<file path="src/rtl/issue_queue.sv">
// In-order issue buffer: queues decoded instructions, tags each with a
// transaction ID on enqueue and issues up to ISSUE_W per cycle to ready FUs.
module issue_queue #(
    parameter int DEPTH         = 4,
    parameter int ISSUE_W       = 2,
    parameter int DATA_W        = 64,
    parameter int NR_FU         = 8,
    parameter int TRANS_ID_BITS = 3,
    localparam int FU_W         = $clog2(NR_FU),
    localparam int CNT_W        = $clog2(DEPTH + 1)
) (
    input  logic                               clk_i,
    input  logic                               rst_ni,
    input  logic                               flush_i,
    input  logic                               flush_unissued_i,
    input  logic                               in_valid_i,
    input  logic [DATA_W-1:0]                  in_data_i,
    input  logic [FU_W-1:0]                    in_fu_i,
    output logic                               in_ready_o,
    input  logic [NR_FU-1:0]                   fu_ready_i,
    output logic [ISSUE_W-1:0]                 issue_valid_o,
    output logic [ISSUE_W*DATA_W-1:0]          issue_data_o,
    output logic [ISSUE_W*FU_W-1:0]            issue_fu_o,
    output logic [ISSUE_W*TRANS_ID_BITS-1:0]   issue_trans_id_o,
    output logic [CNT_W-1:0]                   usage_o,
    output logic                               full_o
);

    localparam int PTR_W = $clog2(DEPTH);

    logic [DATA_W-1:0]        data_q [DEPTH];
    logic [FU_W-1:0]          fu_q   [DEPTH];
    logic [TRANS_ID_BITS-1:0] tid_q  [DEPTH];

    logic [PTR_W-1:0]         rd_ptr;
    logic [PTR_W-1:0]         wr_ptr;
    logic [PTR_W-1:0]         second_ptr;
    logic [CNT_W-1:0]         count;
    logic [TRANS_ID_BITS-1:0] tid_cnt;
    logic                     flush_any;
    logic                     push;
    logic [1:0]               slot_valid;
    logic [CNT_W-1:0]         pops;

    assign flush_any  = flush_i | flush_unissued_i;
    assign in_ready_o = (count < CNT_W'(DEPTH)) && !flush_any;
    assign push       = in_valid_i && in_ready_o;
    assign second_ptr = rd_ptr + PTR_W'(1);
    assign usage_o    = count;
    assign full_o     = (count == CNT_W'(DEPTH));

    // Pick head and head+1 in order; the second slot needs the first and a different FU.
    always_comb begin
        slot_valid = '0;
        if (!flush_any && (count != '0) && fu_ready_i[fu_q[rd_ptr]]) begin
            slot_valid[0] = 1'b1;
            if ((ISSUE_W == 2) && (count >= CNT_W'(2)) && fu_ready_i[fu_q[second_ptr]]
                && (fu_q[second_ptr] != fu_q[rd_ptr])) begin
                slot_valid[1] = 1'b1;
            end
        end
    end

    assign pops          = CNT_W'(slot_valid[0]) + CNT_W'(slot_valid[1]);
    assign issue_valid_o = slot_valid[ISSUE_W-1:0];

    for (genvar k = 0; k < ISSUE_W; k++) begin : g_slot
        logic [PTR_W-1:0] ptr;
        assign ptr = rd_ptr + PTR_W'(k);
        assign issue_data_o[k*DATA_W +: DATA_W]               = data_q[ptr];
        assign issue_fu_o[k*FU_W +: FU_W]                     = fu_q[ptr];
        assign issue_trans_id_o[k*TRANS_ID_BITS +: TRANS_ID_BITS] = tid_q[ptr];

        a_fu_ready: assert property (@(posedge clk_i) disable iff (!rst_ni)
            issue_valid_o[k] |-> fu_ready_i[issue_fu_o[k*FU_W +: FU_W]]);
    end

    // Payload storage; written only on an accepted enqueue, so no reset is needed.
    always_ff @(posedge clk_i) begin
        if (push) begin
            data_q[wr_ptr] <= in_data_i;
            fu_q[wr_ptr]   <= in_fu_i;
            tid_q[wr_ptr]  <= tid_cnt;
        end
    end

    // Pointer, occupancy and trans-ID bookkeeping; flushes override push and pop.
    always_ff @(posedge clk_i or negedge rst_ni) begin
        if (!rst_ni) begin
            rd_ptr  <= '0;
            wr_ptr  <= '0;
            count   <= '0;
            tid_cnt <= '0;
        end else if (flush_any) begin
            count  <= '0;
            rd_ptr <= wr_ptr;
            if (flush_i) begin
                tid_cnt <= '0;
            end else if (count != '0) begin
                tid_cnt <= tid_q[rd_ptr];
            end
        end else begin
            if (push) begin
                wr_ptr  <= wr_ptr + PTR_W'(1);
                tid_cnt <= tid_cnt + TRANS_ID_BITS'(1);
            end
            rd_ptr <= rd_ptr + PTR_W'(pops);
            count  <= count + CNT_W'(push) - pops;
        end
    end

endmodule

</file>
<file path="config.mk">
export PLATFORM = sky130hd
export DESIGN_NAME = issue_queue
export DESIGN_NICKNAME = d
export VERILOG_FILES = /design/src/rtl/issue_queue.sv
export SDC_FILE = /design/constraint.sdc
export NUM_CORES = 1
export LEC_CHECK = 0
export ABC_AREA = 1
export ABC_CLOCK_PERIOD_IN_PS = 4500
export BUFFER_PORTS_ARGS = -buffer_cell sky130_fd_sc_hd__buf_2
export CAP_MARGIN = 20
export CORE_UTILIZATION = 57
export DETAILED_ROUTE_END_ITERATION = 16
export GPL_TIMING_DRIVEN = 0
export PLACE_DENSITY = 0.81
export SYNTH_ARGS = -nofsm -noshare
export SYNTH_HDL_FRONTEND = slang
export SYNTH_SLANG_ARGS = --single-unit
</file>
<file path="constraint.sdc">
create_clock -name clk_i -period 4.5 [get_ports clk_i]
set_input_delay 0.45 -clock clk_i [delete_from_list [all_inputs] [get_ports clk_i]]
set_output_delay 0.45 -clock clk_i [all_outputs]
set_load 0.03 [all_outputs]
</file>
# Yosys cells after proc, flatten, opt, wreduce, memory -nomap -nowiden
# Memory sizes are Yosys's and may differ from the RTL's.
# Index checks and enable logic that the tools add are counted.
# Widths: inputs -> output; s select.
op_classes:
  add_sub_neg: 7
  magnitude_cmp: 4
  n_eq_ne: 3
  muxes: 14
  bitwise_logic: 2
  n_reduce_logical: 11
op_table:
  columns: ["op", "count"]
  rows:
  - ["$mux 3", 5]
  - ["$lt 3x4->1 const B", 2]
  - ["$bmux 1 s3", 2]
  - ["$logic_and 1x1->1", 6]
  - ["$mux 1", 5]
  - ["$add 2x1->2 const B", 2]
  - ["$mux 2", 2]
  - ["$reduce_and 2->1", 2]
  - ["$add 3x1->3", 1]
  - ["$add 3x1->3 const B", 1]
  - ["$eq 3x3->1 const B", 1]
  - ["$ge 3x2->1 const B", 1]
  - ["$lt 3x3->1 const B", 1]
  - ["$ne 3x2->1 const B", 1]
  - ["$ne 3x3->1", 1]
  - ["$reduce_bool 3->1", 1]
  - ["$sub 3x2->3", 1]
  - ["$add 1x1->2", 1]
  - ["$add 2x2->2", 1]
  - ["$reduce_bool 2->1", 1]
  - ["$logic_not 1->1", 1]
  - ["$not 1->1", 1]
  - ["$or 1x1->1", 1]
totals:
  reg_bits: 10
  mem_bits_rw: 280
  inputBits: 80
  out_inout_bits: 147
  wordCells: 48
  memories: 3
mem_list:
  columns: ["name", "depth", "width", "read_ports", "rd_clocked_by_memory_dff", "wr", "line_no", "text"]
  rows:
  - ["data_q", 4, 64, 2, 0, 1, "31", "logic [DATA_W-1:0] data_q [DEPTH];"]
  - ["fu_q", 4, 3, 2, 0, 1, "32", "logic [FU_W-1:0] fu_q [DEPTH];"]
  - ["tid_q", 4, 3, 2, 0, 1, "33", "logic [TRANS_ID_BITS-1:0] tid_q [DEPTH];"]

# Longest topological paths before layout
# An unclocked memory read counts as a cell.
depth:
  depth_word: 11
  mapped_depth: 20

# Least setup slack after synthesis
# No wires, ideal clock.
synth_timing:
  path_type: "input-to-reg"
  start: "input flush_unissued_i"
  end: "memory data_q[0][0] (enable)"
  setup_time_ns: 0.499
  t_arrival_ns: 4.374
  slack_ns: -0.372
  path_stages: 5
  cell_sequence: "nor2_4 -> inv_1 -> nor2_1 -> nand2_2 -> nor2_1"
synth_between:
  elab_chain_cells: 6
synth_rtl:
  columns: ["item", "line_no", "text"]
  rows:
  - ["from (decl)", "15", "input logic flush_unissued_i,"]
  - ["$or 1x1->1", "45", "assign flush_any = flush_i | flush_unissued_i;"]
  - ["$logic_not 1->1", "46", "assign in_ready_o = (count < CNT_W'(DEPTH)) && !flush_any;"]
  - ["$logic_and 1x1->1", "46", null]
  - ["net in_ready_o", "19", "output logic in_ready_o,"]
  - ["$logic_and 1x1->1", "47", "assign push = in_valid_i && in_ready_o;"]
  - ["$mux 1", "80", "if (push) begin"]
  - ["$mux 1 (not written as such)", "81", "data_q[wr_ptr] <= in_data_i;"]
  - ["to (decl)", "31", null]
# The timed path passes the listed nets, and every way through them passes these cells.

# Final worst setup path
layout_timing:
  start: "register rd_ptr[0]"
  end: "output issue_data_o[70]"
layout_between:
  elab_chain_cells: 2
layout_rtl:
  columns: ["item", "line_no", "text"]
  rows:
  - ["from (decl)", "35", "logic [PTR_W-1:0] rd_ptr;"]
  - ["from (signal assigned)", "96", "rd_ptr <= wr_ptr;"]
  - ["from (signal assigned)", "107", "rd_ptr <= rd_ptr + PTR_W'(pops);"]
  - ["$add 2x1->2", "69", "assign ptr = rd_ptr + PTR_W'(k);"]
  - ["$mem_v2 4x64", null, null]
  - ["to (decl)", "22", "output logic [ISSUE_W*DATA_W-1:0] issue_data_o,"]
# No other way between the ends.

==> results.txt <==
Buffers inserted during clock tree synthesis total 30. The worst hold path begins at in_data_i[19]. Share of the clock period used by the worst path after layout: 0.812. The logs give 0 for the total count of max-transition violations in the final report and 0 for the number of gates resized after cts. TritonCTS built the clock tree. The wire length of the first global-routing pass is 58300 um. The number of detailed-routing iterations run before antenna repair is 5, and the fraction of registers with async set/reset is 0.0345.

In the final routed layout, each cell accounts on average for 20.2 um. The post-synth net total is 1387. Dividing total power by cell area gives a power density of 701 mW/mm2.

The iteration-0 DRC count of the detailed router is 1468, and the clock latency at the later pin of the worst-skew pair is 0.56 ns. Hold path depth: 1. The tools report the global routing usage on met3 as 0.0592. In this run the worst path has a maximum fanout of 10. The half-perimeter wire length after detailed placement came out at 25000 um. In this run the remaining antenna-violating nets after routing total 0.

Each instance of the synthesized netlist takes up on average 10.4 um2. The logs give 0.212 for the part of the power in the clock network and 0.827 for the placer's final routability congestion estimate. The worst register-to-register path has a setup slack of 1.42 ns. The worst min-delay path endpoint was data_q[2][19]$_DFFE_PP_. The maximum level of the CTS H-tree was 1. Yosys instantiated no cell more often than sky130_fd_sc_hd__edfxtp_1. The number of clock sinks is 290.

For the final database, setup skew stands at 0.0191 ns. The most frequently used flop master after synthesis was sky130_fd_sc_hd__edfxtp_1. Summed over all nets, the switching power comes to 5.42 mW.

The total overflow reported by the global router is 0, and the setup violation total in the final timing report is 0. The leakage power summed over all cells was 6.20 nW. The tools report the endpoint of the most critical register-to-register path as usage_o[2]$_DFF_PN0_. The die covers 0.0242 mm2.

The tree is rooted in a sky130_fd_sc_hd__clkbuf_16. The netlist area before placement came out at 0.0135 mm2. The met2 global-route usage is 0.512, and the clock tree buffer depth is 3. The run gives 5 as the initial antenna violation count.

Type of element capturing the critical path: an output pin. The CTS clock-pin slew for the worst setup and hold paths works out to 0.06 ns. The pin count of the biggest net entering global routing is 29, and the maximum ir drop on the vdd rail is 0.663 mV. Setup repair after global routing left no endpoint under its margin. Routing layer with the top usage in global route: met2. The switching share of power was 0.476; the number of placed instances, taps included was 1846. Yosys mapped a number of flops with a built-in enable equal to 280.

The largest total area in the synthesized netlist belongs to sky130_fd_sc_hd__edfxtp_1. The tools report the net count of the finished layout as 1656. STA classifies the critical path startpoint as a flip-flop.

The tools report the final number of hold-violating endpoints as 0. The worst max-slew margin expressed relative to the limit was 0.454. Timing startpoint of the critical path: rd_ptr[0]$_DFF_PN0_. The overall die width was 156 um; the initial cell density of the core was 0.588. The startpoint of the worst-slack reg-to-reg timing path was rd_ptr[1]$_DFF_PN0_. After layout, the minimum clock period comes to 3.65 ns.

The tools report the register area share after synthesis as 0.643. The number of rows in the core area is 55. The fraction of layout instances using a drive strength above 1 came out at 0.209. The number of input and output port buffers inserted was 226. Number of maximum-capacitance constraint violations: 0.

By count the netlist is led by sky130_fd_sc_hd__edfxtp_1 (280), sky130_fd_sc_hd__o21ai_0 (273), sky130_fd_sc_hd__a21oi_1 (204). The type of the worst min-delay path is in -> reg. The via count is 11513, and the die span in y is 156 um.

After synthesis the netlist holds a flip-flop and latch count of 290. The wire length reported by the detailed router was 38600 um. Internal power comes to 5.97 mW.

The tools report the data arrival time of the critical path as 3.20 ns. The combinational cell fraction of total power was 0.506; the post-CTS repair timing setup buffer count was 0. The maximum clock frequency came out at 0.274 GHz. For this run, the number of Yosys warnings is 0. After floorplanning, the core was sized to cover 0.0229 mm2.

By area the synthesized netlist is led by sky130_fd_sc_hd__edfxtp_1 (62%), sky130_fd_sc_hd__o21ai_0 (10%), sky130_fd_sc_hd__a21oi_1 (7.6%). The worst slack after detailed placement was 1.46 ns. The tools report the via count of the first global-routing pass as 11158. The actual slew at the worst max-slew pin was 0.818 ns; the length in cells of the worst reg-to-reg path was 16. The met1 track utilization from global routing was 0.413. The flow ran to the end, and the final reports show no timing, DRC or antenna violations. Type of the setup path with the least slack: reg -> out. For the worst setup path, the data required time is 4.05 ns. The tools report the proportion of power drawn by flip-flops and latches as 0.282. In the final timing run, aggregate negative setup slack is 0 ns.

Hold is met by 0.102 ns. The total routing resource utilization after global routing was 0.315; the count of mapped cells out of synthesis was 1297. Relative to the synthesized area, the layout overhead comes to 20.5%.

The logs give 0.846 ns for the least setup slack across all paths after layout and 227 for the total I/O pin count. In the routed layout, each cell is associated on average with a via count of 6.04. The post-route non-filler standard cell count is 1906, and the top-area cell type share of the netlist area is 0.624.

The remaining routing DRC violations came out at 0. After filler insertion, the fill cell instance count of the layout stands at 1606. In this run, distinct cell masters in the synthesized netlist total 31.
## cell usage in the layout, fill, tap and decap left out, types with 6 or more instances in the layout
master and n:
sky130_fd_sc_hd__nor2_1 147, sky130_fd_sc_hd__nand3_1 86, sky130_fd_sc_hd__inv_1 95, sky130_fd_sc_hd__edfxtp_1 280, sky130_fd_sc_hd__nor2_4 6, sky130_fd_sc_hd__nand2_1 60
sky130_fd_sc_hd__dfrtp_1 10, sky130_fd_sc_hd__clkinv_2 6, sky130_fd_sc_hd__buf_2 246, sky130_fd_sc_hd__o21ai_0 273, sky130_fd_sc_hd__clkbuf_16 30, sky130_fd_sc_hd__buf_12 6
sky130_fd_sc_hd__clkinv_1 7, sky130_fd_sc_hd__ha_1 9, sky130_fd_sc_hd__buf_1 14, sky130_fd_sc_hd__nand2_2 11, sky130_fd_sc_hd__clkbuf_1 58, sky130_fd_sc_hd__a21oi_1 204
## flip-flops by register name, indices dropped and copies added, names as in the netlist
name / flops
tid_cnt: 3
data_q: 256
tid_q: 12
usage_o: 3
rd_ptr: 2
fu_q: 12
wr_ptr: 2
## how the worst max path moves through the flow
stage                                    endpoint  slack (ns)  depth (start not counted)
final                            issue_data_o[70]        0.85                          9
after global routing             issue_data_o[70]        0.83                          7
after CTS                        issue_data_o[70]        0.96                          9
after detailed placement     usage_o[2]$_DFF_PN0_        1.46                         16
after global placement    data_q[1][36]$_DFFE_PP_       -2.46                          6
after floorplan            data_q[0][0]$_DFFE_PP_       -0.37                          5
## per-layer routing
| layer | wire length [um] | vias to the layer above |
|---|---|---|
| met3 | 4530 | 121 |
| met5 | 28 | - |
| li1 | - | 5174 |
| met1 | 14400 | 5361 |
| met4 | 1510 | 4 |
| met2 | 18100 | 853 |
## critical path, stage by stage, from the launching register on
cell	delay, ns
sky130_fd_sc_hd__dfrtp_1	0.39
sky130_fd_sc_hd__buf_6	0.16
sky130_fd_sc_hd__inv_6	0.07
sky130_fd_sc_hd__buf_6	0.17
sky130_fd_sc_hd__buf_2	0.23
sky130_fd_sc_hd__buf_2	0.37
sky130_fd_sc_hd__buf_1	0.52
sky130_fd_sc_hd__nand3_1	0.21
sky130_fd_sc_hd__o21ai_0	0.24
sky130_fd_sc_hd__buf_2	0.28
## through the flow
step / total power [mW] / util / area (um2)
after floorplan: 7.02 / - / 13500
after global placement: 8.76 / 0.654 / 15000
after detailed placement: 8.89 / 0.665 / 15200
after CTS: 11.3 / 0.708 / 16200
after global routing: 11.9 / 0.708 / 16200
final: 11.4 / 0.708 / 16200
## area by class of cell
class | instances | area, um2 | share of cell area
clock buffer | 35 | 769 | 0.0474
clock inverter | 21 | 196 | 0.0121
timing repair buffer | 237 | 1370 | 0.0845
buffer | 92 | 404 | 0.0249
antenna | 3 | 7.51 | 0.000462
tap | 313 | 392 | 0.0241
multi-input combinational | 818 | 4060 | 0.250
sequential | 290 | 8660 | 0.533
inverter | 97 | 369 | 0.0227
## power by group through the flow
stage | logic [mW] | clock network [mW] | registers, mW
finish | 5.76 | 2.41 | 3.21
global route | 6.12 | 2.52 | 3.22
CTS | 5.67 | 2.42 | 3.20
detailed placement | 5.63 | 0 | 3.26
global placement | 5.48 | 0 | 3.28
floorplan | 3.77 | 0 | 3.26
## cell families (layout without fill, tap and decap cells)
family                     after synthesis  after routing  share of synthesized area
AOI/OAI and AO/OA                      481            481                      0.179
adders and majority gates               10             10                    0.00985
buffers and inverters                  189            482                     0.0574
DFF                                    290            290                      0.643
and+or+nand+nor                        322            322                      0.107
xor gates and xnor gates                 5              5                    0.00325
other                                    0              3                          0
## what timing repair did
action                                 CTS  global route
setup endpoints to repair                0             0
endpoints found under the hold margin   10             0
hold buffers                             1             0
No activity file was read; power rests on OpenSTA's default activity.
